**config.mk**
```make
export PLATFORM = sky130hd
export DESIGN_NAME = avr_fetch
export DESIGN_NICKNAME = d
export VERILOG_FILES = /design/src/rtl/avr_pkg.sv /design/src/rtl/avr_fetch_q.sv /design/src/rtl/avr_fetch.sv
export SDC_FILE = /design/constraint.sdc
export NUM_CORES = 1
export LEC_CHECK = 0
export ABC_AREA = 1
export BUFFER_PORTS_ARGS = -buffer_cell sky130_fd_sc_hd__buf_2
export CAP_MARGIN = 25
export CORE_ASPECT_RATIO = 0.9
export CORE_MARGIN = 2
export CORE_UTILIZATION = 40
export DETAILED_ROUTE_END_ITERATION = 10
export PLACE_DENSITY = 0.67
export SYNTH_ARGS = -nofsm -noshare
export SYNTH_HDL_FRONTEND = slang
export SYNTH_SLANG_ARGS = --single-unit
```
**constraint.sdc**
```tcl
create_clock -name CLK -period 3.37 [get_ports CLK]
set_clock_uncertainty 0.15 [all_clocks]
set_input_delay 0.5055 -clock CLK [delete_from_list [all_inputs] [get_ports CLK]]
set_output_delay 0.5055 -clock CLK [all_outputs]
set_load 0.03 [all_outputs]
```
**src/rtl/avr_pkg.sv**
```systemverilog
// Shared AVR constants: two-word opcode patterns, NOP encoding, default reset vector.
package avr_pkg;

   localparam logic [15:0] LDS_STS_MASK  = 16'hFC0F;
   localparam logic [15:0] LDS_STS_VAL   = 16'h9000;
   localparam logic [15:0] JMP_CALL_MASK = 16'hFE0C;
   localparam logic [15:0] JMP_CALL_VAL  = 16'h940C;

   localparam logic [15:0] NOP = 16'h0000;

   localparam int unsigned DEFAULT_RESET_VEC = 0;

   function automatic logic is_two_word(input logic [15:0] w);
      return ((w & LDS_STS_MASK) == LDS_STS_VAL) || ((w & JMP_CALL_MASK) == JMP_CALL_VAL);
   endfunction

endpackage

```
**src/rtl/avr_fetch_q.sv**
```systemverilog
// Three-entry shifting word queue of {word, address}; entry 0 is always the head.
module avr_fetch_q
   import avr_pkg::*;
#(
   parameter int              PC_W      = 16,
   parameter logic [PC_W-1:0] RESET_VEC = '0
) (
   input  logic            CLK,
   input  logic            RST_N,
   input  logic            i_push,
   input  logic [15:0]     i_push_word,
   input  logic [PC_W-1:0] i_push_addr,
   input  logic            i_pop1,
   input  logic            i_pop2,
   input  logic            i_clear,
   output logic [1:0]      o_count,
   output logic [15:0]     o_head_word,
   output logic [PC_W-1:0] o_head_addr,
   output logic [15:0]     o_sec_word
);

   logic [15:0]     r_word [3];
   logic [PC_W-1:0] r_addr [3];
   logic [1:0]      r_count;

   logic [15:0]     w_word_nxt [3];
   logic [PC_W-1:0] w_addr_nxt [3];
   logic [1:0]      w_pops;
   logic [1:0]      w_base;

   assign w_pops = i_pop2 ? 2'd2 : (i_pop1 ? 2'd1 : 2'd0);
   // Occupancy after the pop; an incoming word lands right behind the survivors.
   assign w_base = r_count - w_pops;

   always_comb begin
      logic [1:0] v_src;
      v_src = '0;
      for (int i = 0; i < 3; i++) begin
         w_word_nxt[i] = r_word[i];
         w_addr_nxt[i] = r_addr[i];
         if (i + int'(w_pops) < 3) begin
            v_src         = 2'(i) + w_pops;
            w_word_nxt[i] = r_word[v_src];
            w_addr_nxt[i] = r_addr[v_src];
         end
         if (i_push && (w_base == 2'(i))) begin
            w_word_nxt[i] = i_push_word;
            w_addr_nxt[i] = i_push_addr;
         end
      end
   end

   always_ff @(posedge CLK or negedge RST_N) begin
      if (!RST_N) begin
         r_count <= '0;
         for (int i = 0; i < 3; i++) begin
            r_word[i] <= NOP;
            r_addr[i] <= RESET_VEC;
         end
      end else if (i_clear) begin
         r_count <= '0;
      end else begin
         r_count <= w_base + {1'b0, i_push};
         for (int i = 0; i < 3; i++) begin
            r_word[i] <= w_word_nxt[i];
            r_addr[i] <= w_addr_nxt[i];
         end
      end
   end

   assign o_count     = r_count;
   assign o_head_word = r_word[0];
   assign o_head_addr = r_addr[0];
   assign o_sec_word  = r_word[1];

endmodule

```
**src/rtl/avr_fetch.sv**
```systemverilog
// AVR instruction fetch: owns the fetch PC, issues program-memory reads,
// assembles one/two-word instructions and hands them to the CPU over valid/ready.
module avr_fetch
   import avr_pkg::*;
#(
   parameter int              PC_W      = 16,
   parameter logic [PC_W-1:0] RESET_VEC = PC_W'(DEFAULT_RESET_VEC)
) (
   input  logic            CLK,
   input  logic            RST_N,
   output logic            pm_en,
   output logic [PC_W-1:0] pm_addr,
   input  logic [15:0]     pm_rdata,
   input  logic            flush,
   input  logic [PC_W-1:0] flush_pc,
   output logic            instr_valid,
   input  logic            instr_ready,
   output logic [15:0]     instr,
   output logic [15:0]     instr_ext,
   output logic [PC_W-1:0] instr_pc
);

   logic [PC_W-1:0] r_fpc;
   logic [PC_W-1:0] r_req_addr;
   logic            r_inflight;

   logic [1:0]      w_count;
   logic [15:0]     w_head_word;
   logic [PC_W-1:0] w_head_addr;
   logic [15:0]     w_sec_word;
   logic            w_two;
   logic            w_xfer;
   logic            w_push;

   assign w_two       = is_two_word(w_head_word);
   assign instr_valid = w_two ? (w_count >= 2'd2) : (w_count != 2'd0);
   assign w_xfer      = instr_valid && instr_ready;

   // Gated by RST_N so the request line is quiet for the whole reset interval.
   assign pm_en   = RST_N && !flush && (({1'b0, w_count} + {2'b00, r_inflight}) < 3'd3);
   assign pm_addr = r_fpc;

   // A read in flight during a flush returns into a cleared queue and is dropped.
   assign w_push = r_inflight && !flush;

   always_ff @(posedge CLK or negedge RST_N) begin
      if (!RST_N) begin
         r_fpc      <= RESET_VEC;
         r_req_addr <= RESET_VEC;
         r_inflight <= 1'b0;
      end else begin
         r_inflight <= pm_en;
         if (pm_en) begin
            r_req_addr <= r_fpc;
         end
         if (flush) begin
            r_fpc <= flush_pc;
         end else if (pm_en) begin
            r_fpc <= r_fpc + 1'b1;
         end
      end
   end

   avr_fetch_q #(
      .PC_W      (PC_W),
      .RESET_VEC (RESET_VEC)
   ) u_q (
      .CLK         (CLK),
      .RST_N       (RST_N),
      .i_push      (w_push),
      .i_push_word (pm_rdata),
      .i_push_addr (r_req_addr),
      .i_pop1      (w_xfer && !w_two),
      .i_pop2      (w_xfer && w_two),
      .i_clear     (flush),
      .o_count     (w_count),
      .o_head_word (w_head_word),
      .o_head_addr (w_head_addr),
      .o_sec_word  (w_sec_word)
   );

   assign instr     = w_head_word;
   assign instr_ext = w_two ? w_sec_word : 16'h0000;
   assign instr_pc  = w_head_addr;

endmodule

```
==> impl_metrics.py <==
metrics = {
    "critical_path": {
        "required_ns": 3.58,
        "worstSetupEndpointType": "register",
        "worstSetupStartpointType": "register",
        "cpMostUsedCell": "nand2_1",
        "critPathBufInv": 4,
        "crit_fanout": 23,
        "cp.arrival_ns": 3.37,
        "crit_type": "reg2reg",
        "max_stage_delay_ns": 0.51,
        "cp_slowest_cell": "dfrtp_1",
        "critPathTopFamily": "simple AND/OR/NAND/NOR gates",
        "crit_chain": "nand3_1, nor2_2, nand3_4, buf_4, nand2_2, nand2_4, nand3_2, inv_1, ha_1, inv_2, nand2_1, nand2_1, nand2_1, nand2_1, buf_4, nand2_1, nand2_1",
    },
    "layout": {
        "final.fill_count": 2316,
        "final_area_sq_um": 10250,
        "finish.utilization": 0.4566,
        "drive_above_1_share": 0.1354,
        "areaGrowthSynthToFinish_pct": 12.54,
        "final_nets": 1485,
        "final_cells": 1752,
        "diodes": 0,
    },
    "grt": {
        "grt_pass1_vias": 9046,
        "overflow": 0,
        "track_usage": 0.2664,
        "grt_pass1_wl_mm": 50.25,
        "antenna_found_initial": 0,
        "grt_max_degree": 83,
    },
    "placed_design": {
        "dpl-instance-area_sq_um": 9652,
        "placed_cells": 1719,
        "place.gp.congestion": 0.8518,
        "place_hpwl_mm": 19.47,
        "buffer_ports.inserted": 101,
    },
    "floorplan": {
        "core_area_sq_um": 22450,
        "rows": 52,
        "pin_count": 102,
        "fp.dieH_um": 147.2,
        "die_x_um": 163.1,
        "start_util": 0.4057,
        "die_area_sq_um": 23990,
    },
    "timing": {
        "finalHoldViolations": 0,
        "fin_setup_tns_ns": 0,
        "setup_viol": 0,
        "final_max_slew_viol_count": 0,
        "timing.final.crit_share": 0.9385,
        "slew_headroom": 0.3408,
        "rsz0062_at_grt": "no",
        "fmax_mhz": 316.2,
        "holdWs_ns": 0.1338,
        "fin_crit_ns": 3.163,
        "worst_pin_slew_ns": 0.9887,
    },
    "drt": {
        "route.detailed.drc": 0,
        "num_vias": 9712,
        "dr.pass1.iters": 6,
        "wl_mm": 31.48,
        "drtAntennaViolNets": 0,
        "drtIter0Drc": 1182,
        "wl_per_cell_um": 17.97,
        "post_drt_via_cell_ratio": 5.543,
    },
    "yosys": {
        "synth_ff_type": "dfrtp_1",
        "ys_seq_area_frac": 0.3599,
        "synthArstFlopShare": 1.000,
        "synth_cell_types": 32,
        "syn_area_sq_um": 9107,
        "ys_ff_latch": 131,
        "synthCells": 1411,
        "syn_avg_cell_area_sq_um": 6.455,
        "yosys_warnings": 0,
        "syn_nets": 1454,
        "synth_edf_count": 0,
    },
    "clock_network": {
        "cts.sinks": 131,
        "ctsHtreeMaxLevel": 4,
        "clock_latency_ns": 0.43,
        "cts_buffers": 17,
        "path_clk_slew_ns": 0.07,
        "cts_tree": "done",
        "clock_path_buffers": 2,
        "cts-root-buf": "clkbuf_16",
        "cts_setup_buffers": 0,
    },
    "worst_hold_path": {
        "hp-class": "in2reg",
    },
    "run": {
        "maxCapViolations": 0,
    },
    "pwr": {
        "ir_worst_vdd_mv": 0.4014,
        "power_leakage_nw": 5.478,
        "p_per_area_nw_per_um2": 858.5,
    },
    "status": {
        "status": "finished, final reports clean",
    },
}
-- cells in the final DEF, fill, tap and decap left out, drive strengths merged, types with 9 or more instances in the layout --
cell     netlist  routed
a21oi         38      38
buf           80     144
clkbuf        53      17
dfrtp        131     131
inv           55      66
nand2        715     715
nand3        145     145
nand4         61      61
nor2          47      47
o2111ai       25      25
o211ai         9       9
o21ai         19      19
-- Yosys cell counts (4+ instances only) --
library cell,instances,area (sq um)
nand2_1,710,2665
nand3_1,140,700.7
dfrtp_1,131,3278
nand4_1,61,381.6
inv_1,54,202.7
clkbuf_1,53,198.9
nor2_1,46,172.7
buf_4,42,315.3
a21oi_1,35,175.2
buf_2,28,140.1
o2111ai_1,25,219.0
o21ai_0,17,85.08
nor3_1,8,40.04
o211ai_1,8,60.06
xor2_1,8,70.07
ha_1,7,87.58
buf_6,6,67.56
buf_1,4,15.01
nand2_2,4,25.02
nand3_2,4,40.04
o221ai_1,4,35.03
-- worst paths after layout --
| kind | to | slack [ns] | depth (start not counted) | start |
|---|---|---|---|---|
| worst max-delay path | u_q.r_addr[18] | 0.21 | 17 | u_q.o_head_word[12] |
| worst min-delay path | pm_addr[4] | 0.13 | 3 | flush_pc[4] |
| worst max register to register | u_q.r_addr[18] | 0.21 | 17 | u_q.o_head_word[12] |
| worst min register to register | u_q.r_addr[21] | 0.33 | 2 | u_q.r_addr[21] |
| max in group asynchronous | u_q.o_head_word[8] | 1.57 | 3 | RST_N |
| min in group asynchronous | u_q.o_head_word[12] | 0.36 | 2 | RST_N |
-- per-layer routing --
metal  part of all wire  routed length [um]  track usage  vias to the layer above
met3               0.12                3705      0.07962                       66
li1                   -                   -            -                     4594
met2               0.43               13420       0.3886                      584
met1               0.43               13670       0.3794                     4468
met5                  0                   0            0                        -
met4              0.022                 686      0.08142                        0
-- logic make-up (layout without fill, tap and decap cells) --
family	count (synthesis)	count (layout)	synth area share
AO/OA/AOI/OAI	96	96	0.06993
AND/OR/NAND/NOR	978	978	0.4475
flip-flops	131	131	0.3599
buffers and inverters	190	234	0.1044
adder cells (fa/ha/maj)	7	7	0.009616
XOR/XNOR	9	9	0.008656
-- flip-flops by register name, indices dropped and copies added (netlist names) --
register         cells
u_q.r_addr          32
u_q.r_word          16
pm_addr             16
r_req_addr          16
u_q.o_head_addr     16
u_q.o_count          2
u_q.o_head_word     16
r_inflight           1
u_q.o_sec_word      16
-- where the power goes --
group / total (mW) / switching (mW) / internal, mW
logic: 4.06 / 2.89 / 1.17
clock network: 1.89 / 0.831 / 1.05
registers: 2.86 / 0.750 / 2.11
-- metrics by stage --
stage               total power [mW]  setup slack, ns
floorplan                      5.712           0.5445
global placement               6.777           0.4084
detailed placement             6.826           0.2985
CTS                            8.740           0.2464
global route                   9.340         0.009671
finish                         8.800           0.2072
-- tightest hold or removal path: stages --
cell	delay, ns
buf_2	0.07
nand2_1	0.04
o221ai_1	0.05
-- timing repair --
action / in CTS / in global routing
resized for setup: 0 / 0
setup endpoints to repair: 0 / 0
hold buffers: 1 / 0
hold endpoints to repair: 24 / 0
-- cell type report --
class	instances	area [sq um]	share of cell area
Tap cell	297	371.6	0.03625
Clock inverter	15	162.7	0.01587
Multi-Input combinational cell	1090	4891	0.4772
Clock buffer	17	425.4	0.04150
Sequential cell	131	3278	0.3198
Timing Repair Buffer	145	907.1	0.08850
Inverter	57	214.0	0.02087
Power figures use the tool's default switching activity.
